--- src/rtl/mips_ni_bridge.sv ---
// Network-interface bridge between one MIPS core and its NoC router local port.
// TX: circular queue of core send requests, each sent as a head/tail flit pair.
// RX: reassembles head/tail packets and holds the payload until the core acks.
// Optional build macro SELF_LOOPBACK_EN: self-addressed entries bypass the
// router and are loaded straight into the RX holding register.
module mips_ni_bridge #(
  parameter int DATA_W    = 32,
  parameter int ADDR_W    = 2,
  parameter int TXQ_DEPTH = 4
) (
  input  logic              clk,
  input  logic              rst,
  input  logic [ADDR_W-1:0] node_id,
  input  logic              core_tx_valid,
  input  logic [DATA_W-1:0] core_tx_data,
  input  logic [ADDR_W-1:0] core_tx_dest,
  output logic              core_tx_ready,
  output logic              rtr_tx_valid,
  output logic [DATA_W+1:0] rtr_tx_flit,
  input  logic              rtr_tx_ready,
  input  logic              rtr_rx_valid,
  input  logic [DATA_W+1:0] rtr_rx_flit,
  output logic              rtr_rx_ready,
  output logic              core_rx_valid,
  output logic [DATA_W-1:0] core_rx_data,
  output logic [ADDR_W-1:0] core_rx_src,
  input  logic              core_rx_ack,
  output logic              proto_err
);

  localparam int PW   = $clog2(TXQ_DEPTH);
  localparam int CW   = PW + 1;
  localparam int PADW = DATA_W - 2 * ADDR_W;

  localparam logic [1:0] TY_HEAD = 2'b01;
  localparam logic [1:0] TY_TAIL = 2'b10;

  typedef enum logic [1:0] {
    T_IDLE, T_HEAD, T_TAIL
`ifdef SELF_LOOPBACK_EN
    , T_LOOP
`endif
  } tx_state_t;

  typedef enum logic [1:0] {R_IDLE, R_BODY, R_HOLD} rx_state_t;

  logic [DATA_W-1:0] r_q_data [TXQ_DEPTH];
  logic [ADDR_W-1:0] r_q_dest [TXQ_DEPTH];
  logic [PW-1:0]     r_wr_ptr, r_rd_ptr;
  logic [CW-1:0]     r_count, w_count_nxt;
  logic              r_tx_rdy;
  logic              w_push, w_pop, w_more, w_loop_take;

  tx_state_t         r_tx_state, w_tx_nxt;
  logic              w_tx_valid;
  logic [DATA_W+1:0] w_tx_flit;

  rx_state_t         r_rx_state, w_rx_nxt;
  logic [1:0]        w_rx_type;
  logic              w_rx_acc, w_rx_err, w_cap_src, w_deliver;
  logic [ADDR_W-1:0] r_src_cap, r_rx_src;
  logic [DATA_W-1:0] r_rx_data;
  logic              r_err;

  assign w_push = core_tx_valid && core_tx_ready;
  // Entries left after the current pop, counting a push in the same cycle.
  assign w_more = (r_count != CW'(1)) || w_push;

  // Queue occupancy for the next cycle.
  always_comb begin
    w_count_nxt = r_count;
    if (w_push && !w_pop)      w_count_nxt = r_count + CW'(1);
    else if (!w_push && w_pop) w_count_nxt = r_count - CW'(1);
  end

  // TX queue storage, pointers, count and registered not-full flag.
  always_ff @(posedge clk) begin
    if (rst) begin
      r_wr_ptr <= '0;
      r_rd_ptr <= '0;
      r_count  <= '0;
      r_tx_rdy <= 1'b0;
    end else begin
      if (w_push) begin
        r_q_data[r_wr_ptr] <= core_tx_data;
        r_q_dest[r_wr_ptr] <= core_tx_dest;
        r_wr_ptr           <= r_wr_ptr + PW'(1);
      end
      if (w_pop) r_rd_ptr <= r_rd_ptr + PW'(1);
      r_count  <= w_count_nxt;
      r_tx_rdy <= (w_count_nxt != CW'(TXQ_DEPTH));
    end
  end

`ifdef SELF_LOOPBACK_EN
  logic w_head_self, w_next_self;
  assign w_head_self = (r_q_dest[r_rd_ptr] == node_id);
  // The entry after the one being popped is either already queued or is the
  // one being pushed this very cycle (not yet visible in storage).
  assign w_next_self = (r_count > CW'(1)) ? (r_q_dest[r_rd_ptr + PW'(1)] == node_id)
                                          : (core_tx_dest == node_id);
`endif

  // TX state register.
  always_ff @(posedge clk) begin
    if (rst) r_tx_state <= T_IDLE;
    else     r_tx_state <= w_tx_nxt;
  end

  // TX next-state, flit formatting and pop generation.
  always_comb begin
    w_tx_nxt    = r_tx_state;
    w_tx_valid  = 1'b0;
    w_tx_flit   = '0;
    w_pop       = 1'b0;
    w_loop_take = 1'b0;
    case (r_tx_state)
      T_IDLE: begin
        if (r_count != '0) begin
`ifdef SELF_LOOPBACK_EN
          w_tx_nxt = w_head_self ? T_LOOP : T_HEAD;
`else
          w_tx_nxt = T_HEAD;
`endif
        end
      end
      T_HEAD: begin
        w_tx_valid = 1'b1;
        w_tx_flit  = {TY_HEAD, r_q_dest[r_rd_ptr], node_id, {PADW{1'b0}}};
        if (rtr_tx_ready) w_tx_nxt = T_TAIL;
      end
      T_TAIL: begin
        w_tx_valid = 1'b1;
        w_tx_flit  = {TY_TAIL, r_q_data[r_rd_ptr]};
        if (rtr_tx_ready) begin
          w_pop = 1'b1;
`ifdef SELF_LOOPBACK_EN
          w_tx_nxt = w_more ? (w_next_self ? T_LOOP : T_HEAD) : T_IDLE;
`else
          w_tx_nxt = w_more ? T_HEAD : T_IDLE;
`endif
        end
      end
`ifdef SELF_LOOPBACK_EN
      T_LOOP: begin
        if (r_rx_state == R_IDLE) begin
          w_loop_take = 1'b1;
          w_pop       = 1'b1;
          w_tx_nxt    = T_IDLE;
        end
      end
`endif
      default: w_tx_nxt = T_IDLE;
    endcase
  end

  assign core_tx_ready = r_tx_rdy && !rst;
  assign rtr_tx_valid  = w_tx_valid && !rst;
  assign rtr_tx_flit   = rst ? '0 : w_tx_flit;

  assign w_rx_type    = rtr_rx_flit[DATA_W+1:DATA_W];
  assign rtr_rx_ready = !rst && (r_rx_state != R_HOLD) && !w_loop_take;
  assign w_rx_acc     = rtr_rx_valid && rtr_rx_ready;

  // RX next-state and protocol-error detection.
  always_comb begin
    w_rx_nxt  = r_rx_state;
    w_rx_err  = 1'b0;
    w_cap_src = 1'b0;
    w_deliver = 1'b0;
    case (r_rx_state)
      R_IDLE: begin
        if (w_rx_acc) begin
          if (w_rx_type == TY_HEAD) begin
            w_cap_src = 1'b1;
            w_rx_nxt  = R_BODY;
          end else begin
            w_rx_err = 1'b1;
          end
        end
      end
      R_BODY: begin
        if (w_rx_acc) begin
          if (w_rx_type == TY_TAIL) begin
            w_deliver = 1'b1;
            w_rx_nxt  = R_HOLD;
          end else if (w_rx_type == TY_HEAD) begin
            w_cap_src = 1'b1;
            w_rx_err  = 1'b1;
          end else begin
            w_rx_err = 1'b1;
          end
        end
      end
      R_HOLD: begin
        if (core_rx_ack) w_rx_nxt = R_IDLE;
      end
      default: w_rx_nxt = R_IDLE;
    endcase
  end

  // RX state, captured source, held payload and error pulse.
  always_ff @(posedge clk) begin
    if (rst) begin
      r_rx_state <= R_IDLE;
      r_src_cap  <= '0;
      r_rx_src   <= '0;
      r_rx_data  <= '0;
      r_err      <= 1'b0;
    end else begin
      r_rx_state <= w_rx_nxt;
      r_err      <= w_rx_err;
      if (w_cap_src) r_src_cap <= rtr_rx_flit[DATA_W-ADDR_W-1 -: ADDR_W];
      if (w_deliver) begin
        r_rx_data <= rtr_rx_flit[DATA_W-1:0];
        r_rx_src  <= r_src_cap;
      end
      // Loopback only fires in R_IDLE with the router port blocked, so it
      // never collides with a delivery from the router.
      if (w_loop_take) begin
        r_rx_state <= R_HOLD;
        r_rx_data  <= r_q_data[r_rd_ptr];
        r_rx_src   <= node_id;
      end
    end
  end

  assign core_rx_valid = (r_rx_state == R_HOLD) && !rst;
  assign core_rx_data  = rst ? '0 : r_rx_data;
  assign core_rx_src   = rst ? '0 : r_rx_src;
  assign proto_err     = r_err && !rst;

endmodule

--- config.mk ---
export PLATFORM = sky130hd
export DESIGN_NAME = mips_ni_bridge
export DESIGN_NICKNAME = d
export VERILOG_FILES = /design/src/rtl/mips_ni_bridge.sv
export SDC_FILE = /design/constraint.sdc
export NUM_CORES = 1
export LEC_CHECK = 0
export ABC_AREA = 1
export BUFFER_PORTS_ARGS = -buffer_cell sky130_fd_sc_hd__buf_2
export CAP_MARGIN = 10
export CORE_UTILIZATION = 47
export CTS_CLUSTER_DIAMETER = 40
export DETAILED_ROUTE_END_ITERATION = 10
export PLACE_DENSITY = 0.69
export REMOVE_ABC_BUFFERS = 1
export SYNTH_ARGS = -nofsm -noshare
export SYNTH_HDL_FRONTEND = slang
export SYNTH_SLANG_ARGS = --single-unit
--- constraint.sdc ---
create_clock -name clk -period 3.42 [get_ports clk]
set_input_delay 0.342 -clock clk [delete_from_list [all_inputs] [get_ports clk]]
set_output_delay 0.342 -clock clk [all_outputs]
set_load 0.05 [all_outputs]
; ---- Word-level counts from Yosys, hierarchy flattened
; Memory sizes are Yosys's and may differ from the RTL's. A register that Yosys moved wholly into a read port is not among the register bits.
; Cells that the tools add are included.
[totals]
n_memories = 2
wordCells = 92
inputBits = 76
output_inout_bits = 73
ram_bits = 136
register_bits = 49
[classes]
n_eq_ne = 17
n_mux = 40
add_sub_neg = 4
n_reduce_logical = 19
[mem_list]
columns = name, depth, word_bits, rd, rd_clocked_by_memory_dff, write_ports, line_no
row1 = r_q_data, 4, 32, 1, 1, 1, 47  ; logic [DATA_W-1:0] r_q_data [TXQ_DEPTH];
row2 = r_q_dest, 4, 2, 1, 1, 1, 48  ; logic [ADDR_W-1:0] r_q_dest [TXQ_DEPTH];
[ops]
columns = op, n
row1 = $pmux W34 S2, 1
row2 = $mux W34, 1
row3 = $mux W32, 1
row4 = $mux W2, 13
row5 = $mux W1, 18
row6 = $ne A2 B2 Y1 const B, 9
row7 = $pmux W2 S3, 2
row8 = $logic_and A1 B1 Y1, 9
row9 = $eq A2 B1 Y1 const B, 3
row10 = $eq A2 B2 Y1 const B, 3
row11 = $mux W3, 2
row12 = $reduce_and A5 Y1, 1
row13 = $add A2 B1 Y2 const B, 2
row14 = $logic_not A2 Y1, 2
row15 = $pmux W1 S2, 2
row16 = $add A3 B1 Y3 const B, 1
row17 = $logic_not A1 Y1, 3
row18 = $ne A3 B1 Y1 const B, 1
row19 = $ne A3 B3 Y1 const B, 1
row20 = $reduce_and A3 Y1, 1
row21 = $reduce_bool A3 Y1, 1
row22 = $sub A3 B1 Y3 const B, 1
row23 = $reduce_or A2 Y1, 1
row24 = $logic_or A1 B1 Y1, 1

; ---- Logic depth before layout (Yosys ltp)
; Gate-level depths: netlist of run 1.
[logic_depth]
depth_word = 8
ltp_mapped = 10
mapped_depth_nobuf = 10

; ---- Worst setup path before layout of run 1
; No wires, ideal clock.
[synth_path]
path_type = reg-to-output
start = register r_tx_state[0]
end = output port rtr_tx_flit[10]
t_arrival_ns = 2.723
required_time_ns = 3.078
slack_ns = 0.355
stages_incl_launch_ff = 8
n_path_buf = 1
path_cell_list = dfxtp_1 inv_1 ha_1 inv_1 nor2_1 nand2_2 buf_2 a21oi_1
[synth_between]
elab_chain_len = 3
word_cells_on_any_way = 4
classes_between = 2 x eq/ne / 2 x mux
[synth_lines]
columns = item, line_no
row1 = from (decl), 54  ; tx_state_t r_tx_state, w_tx_nxt;
row2 = from (signal assigned), 107  ; else r_tx_state <= w_tx_nxt;
row3 = $eq A2 B2 Y1 / $eq A2 B1 Y1 (equally long branches), 117  ; case (r_tx_state)
row4 = $pmux W34 S2 (*), 117
row5 = $mux W34 (*), 159  ; assign rtr_tx_flit = rst ? '0 : w_tx_flit;
row6 = to (decl), 19  ; output logic [DATA_W+1:0] rtr_tx_flit,
; Mark *: on every way between the ends. The rest lies on a longest branch, timed or not.

; ---- Final worst setup path of run 1
[layout_path]
start = register r_tx_state[0]
end = output port rtr_tx_flit[15]
; The elaborated chain is that of the path after synthesis.

==> out/summary.txt, run 1 <==
All-Layer GR Usage: 0.195
WHS Endpoint: r_q_data[3][4]
Critical Path Fanout Max: 28
Seq cells post-synth: 187
CTS Buf Count: 17
WL met3: 1180 µm
Max IR drop VDD: 326 µV
Starting density of the core: 0.480
Depth of the CTS H-tree: 4
Kind of critical path: flip-flop to output pin
Root Driver: clkbuf_16
Critical path endpoint category: output pin
Status: finished, final reports clean
Drt first-iter violations: 364
Die Y: 129 µm
I/O pins: 149
Synth top area share: 0.536
Mapped Area: 0.00762 mm²
Gp weighted congestion: 0.748
CTS tree: done
Post CTS Setup Buffer Count: 0
Area of the multi-input gates: 0.00211 mm²
Antenna violations before repair: 1
Synth warn: 0
Slew @ Worst Pin: 1.04 ns
CTS Buffer Depth: 2
R2r endpoint: r_q_data[1][10]
Via/cell ratio: 4.98
Detail Route Antenna Nets: 0
Port Buf Inserts: 148
Most area-hungry cell type in the Yosys netlist: edfxtp_1
Commonest cells after routing, fill and taps aside: nor2_1, buf_2, edfxtp_1
Vias in the first global route: 4994
Leakage Power: 0.00368 µW
Drt wl/cell: 14.2 µm
Synthesis-to-finish area growth: 20.3%
Worst Path Required: 3.08 ns
FP Rows: 46
Setup TNS Final: 0 ns
Share of post-route cells with drive strength above 1: 0.229
DR top layer: met4
Final Cycle Share: 0.926
Worst Setup Start Kind: flip-flop
Die X: 129 µm
DPL Wire Length: 9580 µm
Clock slew at reported path FFs: 0.07 ns
Most common cell after layout, fill and taps aside: nor2_1
Hold path startpoint: core_tx_data[4]
Number of gates resized after cts: 0
Area contributors post-synth: edfxtp_1, dfxtp_1, nor2_1, o21ai_0, a21oi_1
Core box area: 0.0159 mm²
Largest net degree at the start of global routing: 70
Layout Nets: 961
Clock sink count: 187
Global-route wire length before repair: 24700 µm
Critical path data arrival time: 2.83 ns
Reg area: 0.00511 mm²
Cell count after synthesis: 736
Latest clock arrival within the worst-skew pair: 0.43 ns
Max Slew Vio Count: 0
Mean Syn Cell Area: 10.4 µm²
Hold Path Stages: 1
Congestion Overflow GR: 0
Max-Cap Viols: 0
Hold Slack: 0.124 ns
Worst-case clock skew: 0.00931 ns
Via count: 5492
R2r worst-path depth: 3
Worst slew margin: 0.308
DRT Pass-1 Iters: 4
Final setup violation count: 0
RSZ-0062 raised after global routing: no
# DRC: 0
R2R Setup Slk: 1.44 ns
WL met2: 7560 µm
Tightest Hold Check Type: input pin to flip-flop
DRT Wirelength: 15600 µm
Filler cells: 1362
Pwr/cell area: 566 mW/mm²
Register area share after synthesis: 0.670
Minimum clock period: 3.17 ns
Synth cell types: 26
Met1 Wirelength: 6740 µm
Hold Fails Final Rpt: 0
Hold_buf cts: 0
Die area: 0.0167 mm²
Worst reg2reg path startpoint: r_tx_rdy
Max Freq: 316 MHz
## Yosys cell counts (all sizes together)
cell type	count
a21o	1
a21oi	73
buf	21
clkbuf	21
dfxtp	51
edfxtp	136
ha	13
inv	65
nand2	33
nand3	17
nand4	1
nor2	181
nor3	1
o21ai	111
o21bai	1
o22ai	6
or2	2
xnor2	1
xor2	1
## cells by family (layout without fill, tap and decap cells)
| family | Yosys count | after routing | synth area share |
|---|---|---|---|
| and+or+nand+nor | 235 | 235 | 0.121 |
| AOI/OAI and AO/OA | 192 | 192 | 0.128 |
| DFF | 187 | 187 | 0.670 |
| buffers and inverters | 107 | 256 | 0.0578 |
| adders and majority gates | 13 | 13 | 0.0213 |
| xor gates and xnor gates | 2 | 2 | 0.00230 |
| other | 0 | 1 | 0 |
## critical path: stages, from the launching register on
cell and delay (ns):
dfxtp_1 0.34, inv_1 0.11, ha_1 0.22, inv_1 0.07
nor2_1 0.40, nand2_2 0.53, a21oi_1 0.40, buf_2 0.32
## cell type report
| cell class | instances | share of cell area |
|---|---|---|
| diodes | 1 | 0.000273 |
| inverters | 65 | 0.0266 |
| well taps | 216 | 0.0295 |
| clock inverters | 15 | 0.0170 |
| repair buffers | 159 | 0.0938 |
| clock buffers | 17 | 0.0464 |
| flip-flops and latches | 187 | 0.557 |
| multi-input cells | 442 | 0.230 |
## per-stage QoR
step / instance area, µm² / power [µW] / utilization / std cells / setup WS, ns
after global routing: 9170 / 5430 / 0.577 / 1101 / 0.0121
after global placement: 8590 / 3320 / 0.541 / 1069 / 0.690
after detailed placement: 8590 / 3330 / 0.541 / 1069 / 0.690
after CTS: 9170 / 5230 / 0.577 / 1101 / 0.216
after floorplan: 7430 / 3090 / - / 694 / 0.248
final: 9170 / 5190 / 0.578 / 1102 / 0.252
## metal layers
| layer | vias to the layer above | global-route usage |
|---|---|---|
| met1 | 2529 | 0.237 |
| li1 | 2763 | - |
| met2 | 187 | 0.329 |
| met3 | 13 | 0.0619 |
| met4 | 0 | 0.0692 |
| met5 | - | 0 |
## flip-flops by register name, summed over array words and instances, names as in the netlist, named ones only
signal      flops
r_src_cap       2
r_count         3
r_err           1
r_rx_state      2
r_tx_rdy        1
r_tx_state      2
r_rx_src        2
r_q_dest        8
r_wr_ptr        2
r_rd_ptr        2
r_q_data      128
r_rx_data      32
## worst max-delay path by stage
stage | depth (start not counted) | startpoint | to | slack [ns]
after CTS | 7 | r_tx_state[0] | rtr_tx_flit[12] | 0.22
after global placement | 7 | r_tx_state[0] | rtr_tx_flit[9] | 0.69
after global routing | 7 | r_tx_state[0] | rtr_tx_flit[9] | 0.01
final | 7 | r_tx_state[0] | rtr_tx_flit[15] | 0.25
after floorplan | 6 | r_tx_state[0] | rtr_tx_flit[0] | 0.25
after detailed placement | 7 | r_tx_state[0] | rtr_tx_flit[15] | 0.69
## where the power goes
group	switching [µW]	internal (µW)	leakage (µW)	total, µW
Sequential	33.0	2490	0.00164	2520
Combinational	532	221	0.00176	752
Clock	881	1030	0.000276	1910
Total	1450	3740	0.00368	5190
Note: power is estimated with default switching activity, not from simulation.
==> run 2: changes to the inputs <==
--- a/config.mk
+++ b/config.mk
@@ -8,10 +8,9 @@
 export ABC_AREA = 1
 export BUFFER_PORTS_ARGS = -buffer_cell sky130_fd_sc_hd__buf_2
 export CAP_MARGIN = 10
-export CORE_UTILIZATION = 47
-export CTS_CLUSTER_DIAMETER = 40
+export CORE_UTILIZATION = 55
 export DETAILED_ROUTE_END_ITERATION = 10
-export PLACE_DENSITY = 0.69
+export PLACE_DENSITY = 0.79
 export REMOVE_ABC_BUFFERS = 1
 export SYNTH_ARGS = -nofsm -noshare
 export SYNTH_HDL_FRONTEND = slang
==> run 2 against run 1 <==
  * Via count rose by 2.0%
  * Routed wire length up 0.91%
  * Clock skew is 0.0014 ns lower
  * Maximum frequency is 5.7% higher
  * Flip-flop and latch count unchanged
  * Core utilization is 10 points higher
  * Global-route usage rose by 3.4 points
  * Die area down 14%
  * Clock power about the same
  * Critical path depth unchanged
  * Worst setup slack improved by 0.17 ns
  * Worst hold slack better by 0.0079 ns
==> out/summary.txt, run 2 (synthesized netlist as in run 1, its figures left out) <==
Status: finished, final reports clean
Depth of the CTS H-tree: 4
Largest regs: r_q_data x128, r_rx_data x32, r_q_dest x8
Antenna violations before repair: 1
Hold Slack: 0.132 ns
Most common cell after layout, fill and taps aside: nor2_1
CTS Buf Count: 17
Critical path data arrival time: 2.66 ns
Clock sink count: 187
Largest net degree at the start of global routing: 70
Cell area after placement: 0.00855 mm²
Max Slew Vio Count: 0
Global-route wire length before repair: 24900 µm
Worst-case clock skew: 0.00795 ns
Core box area: 0.0134 mm²
Final setup violation count: 0
Pwr/cell area: 571 mW/mm²
Max-Cap Viols: 0
Final Cycle Share: 0.877
Max IR drop VDD: 360 µV
Seq pwr share: 0.485
Setup WS post-layout: 0.421 ns
Via count: 5603
Die area: 0.0143 mm²
Kind of critical path: flip-flop to output pin
Starting density of the core: 0.569
Hold Fails Final Rpt: 0
Post-route cell area: 0.00913 mm²
Commonest cells after routing, fill and taps aside: nor2_1, buf_2, edfxtp_1
NetSw: 1360 µW
Drt wl/cell: 14.8 µm
Max FFs per register: 128
Synthesis-to-finish area growth: 19.8%
Number of gates resized after cts: 0
CTS tree: done
RSZ-0062 raised after global routing: no
Top reg by flops: r_q_data
I/O pins: 149
DPL Wire Length: 9810 µm
Worst Setup Start Kind: flip-flop
Minimum clock period: 3.00 ns
Gate power share: 0.147
Critical path endpoint category: output pin
Clock share of power: 0.369
Max Freq: 333 MHz
Congestion Overflow GR: 0
Vias in the first global route: 5222
Port Buf Inserts: 148
FP Rows: 42
All-Layer GR Usage: 0.229
Latest clock arrival within the worst-skew pair: 0.42 ns
Leakage Power: 0.00369 µW
Tightest Hold Check Type: input pin to flip-flop
Post CTS Setup Buffer Count: 0
CTS Buffer Depth: 2
Die Y: 120 µm
ANT cells: 0
Layout Nets: 964
Worst slew margin: 0.325
Switch share: 0.261
Setup TNS Final: 0 ns
Detail Route Antenna Nets: 0
Slew @ Worst Pin: 1.01 ns
Gp weighted congestion: 0.791
DRT Pass-1 Iters: 5
Setup WS pre-CTS: 0.852 ns
Hold_buf cts: 0
Critical Path Fanout Max: 28
Worst Path Required: 3.08 ns
Share of post-route cells with drive strength above 1: 0.226
DRT Wirelength: 15800 µm
Cell-internal power: 3850 µW
Die X: 120 µm
Final Util: 0.682
Via/cell ratio: 5.27
Clock slew at reported path FFs: 0.06 ns
Root Driver: clkbuf_16
# DRC: 0
Drt first-iter violations: 410
[run 2: cell count changes in the layout (fill, tap and decap cells not counted), sizes merged]
cell    previous run  this run
inv               73        65
buf              159       162
clkbuf            17        18
clkinv             3         8
diode              1         0
bufinv             1         3
[run 2: power by group through the flow]
stage / sequential (µW) / combinational, µW / clock (µW)
final: 2520 / 764 / 1920
after global routing: 2530 / 851 / 2030
after CTS: 2520 / 770 / 1950
after detailed placement: 2570 / 762 / 0
after global placement: 2570 / 741 / 0
after floorplan: 2590 / 493 / 0
[run 2: path summary, 6_finish.rpt]
| check | from | endpoint | slack (ns) | cells past startpoint |
|---|---|---|---|---|
| worst max register to register | r_rx_state[1] | r_rx_data[12] | 1.45 | 5 |
| worst min register to register | r_rx_data[11] | r_rx_data[11] | 0.45 | 2 |
| worst min-delay path | core_tx_data[12] | r_q_data[1][12] | 0.13 | 1 |
| worst max-delay path | r_tx_state[0] | rtr_tx_flit[26] | 0.42 | 7 |
[run 2: critical path: stages, from the launching register on]
cell     delay [ns]
dfxtp_1        0.34
inv_1          0.11
ha_1           0.20
inv_1          0.07
nor2_1         0.34
nand2_2        0.51
a21oi_1        0.36
buf_2          0.31
[run 2: metrics by stage]
| step | total power, µW | std cells |
|---|---|---|
| after floorplan | 3090 | 694 |
| after global placement | 3310 | 1032 |
| after detailed placement | 3340 | 1032 |
| after CTS | 5250 | 1064 |
| after global routing | 5410 | 1064 |
| final | 5210 | 1064 |
[run 2: area by class of cell]
| type | instances | area (µm²) |
|---|---|---|
| well taps | 176 | 220 |
| clock buffers | 18 | 429 |
| flip-flops and latches | 187 | 5110 |
| multi-input cells | 442 | 2110 |
| inverters | 65 | 244 |
| repair buffers | 162 | 871 |
| fillers | 1008 | 4270 |
| clock inverters | 14 | 154 |
[run 2: metal layers]
metal	track usage	wire length, µm	up-vias
met2	0.391	7810	214
met1	0.276	6500	2613
met4	0.0750	211	2
met5	0	14	-
li1	-	-	2755
met3	0.0703	1250	19
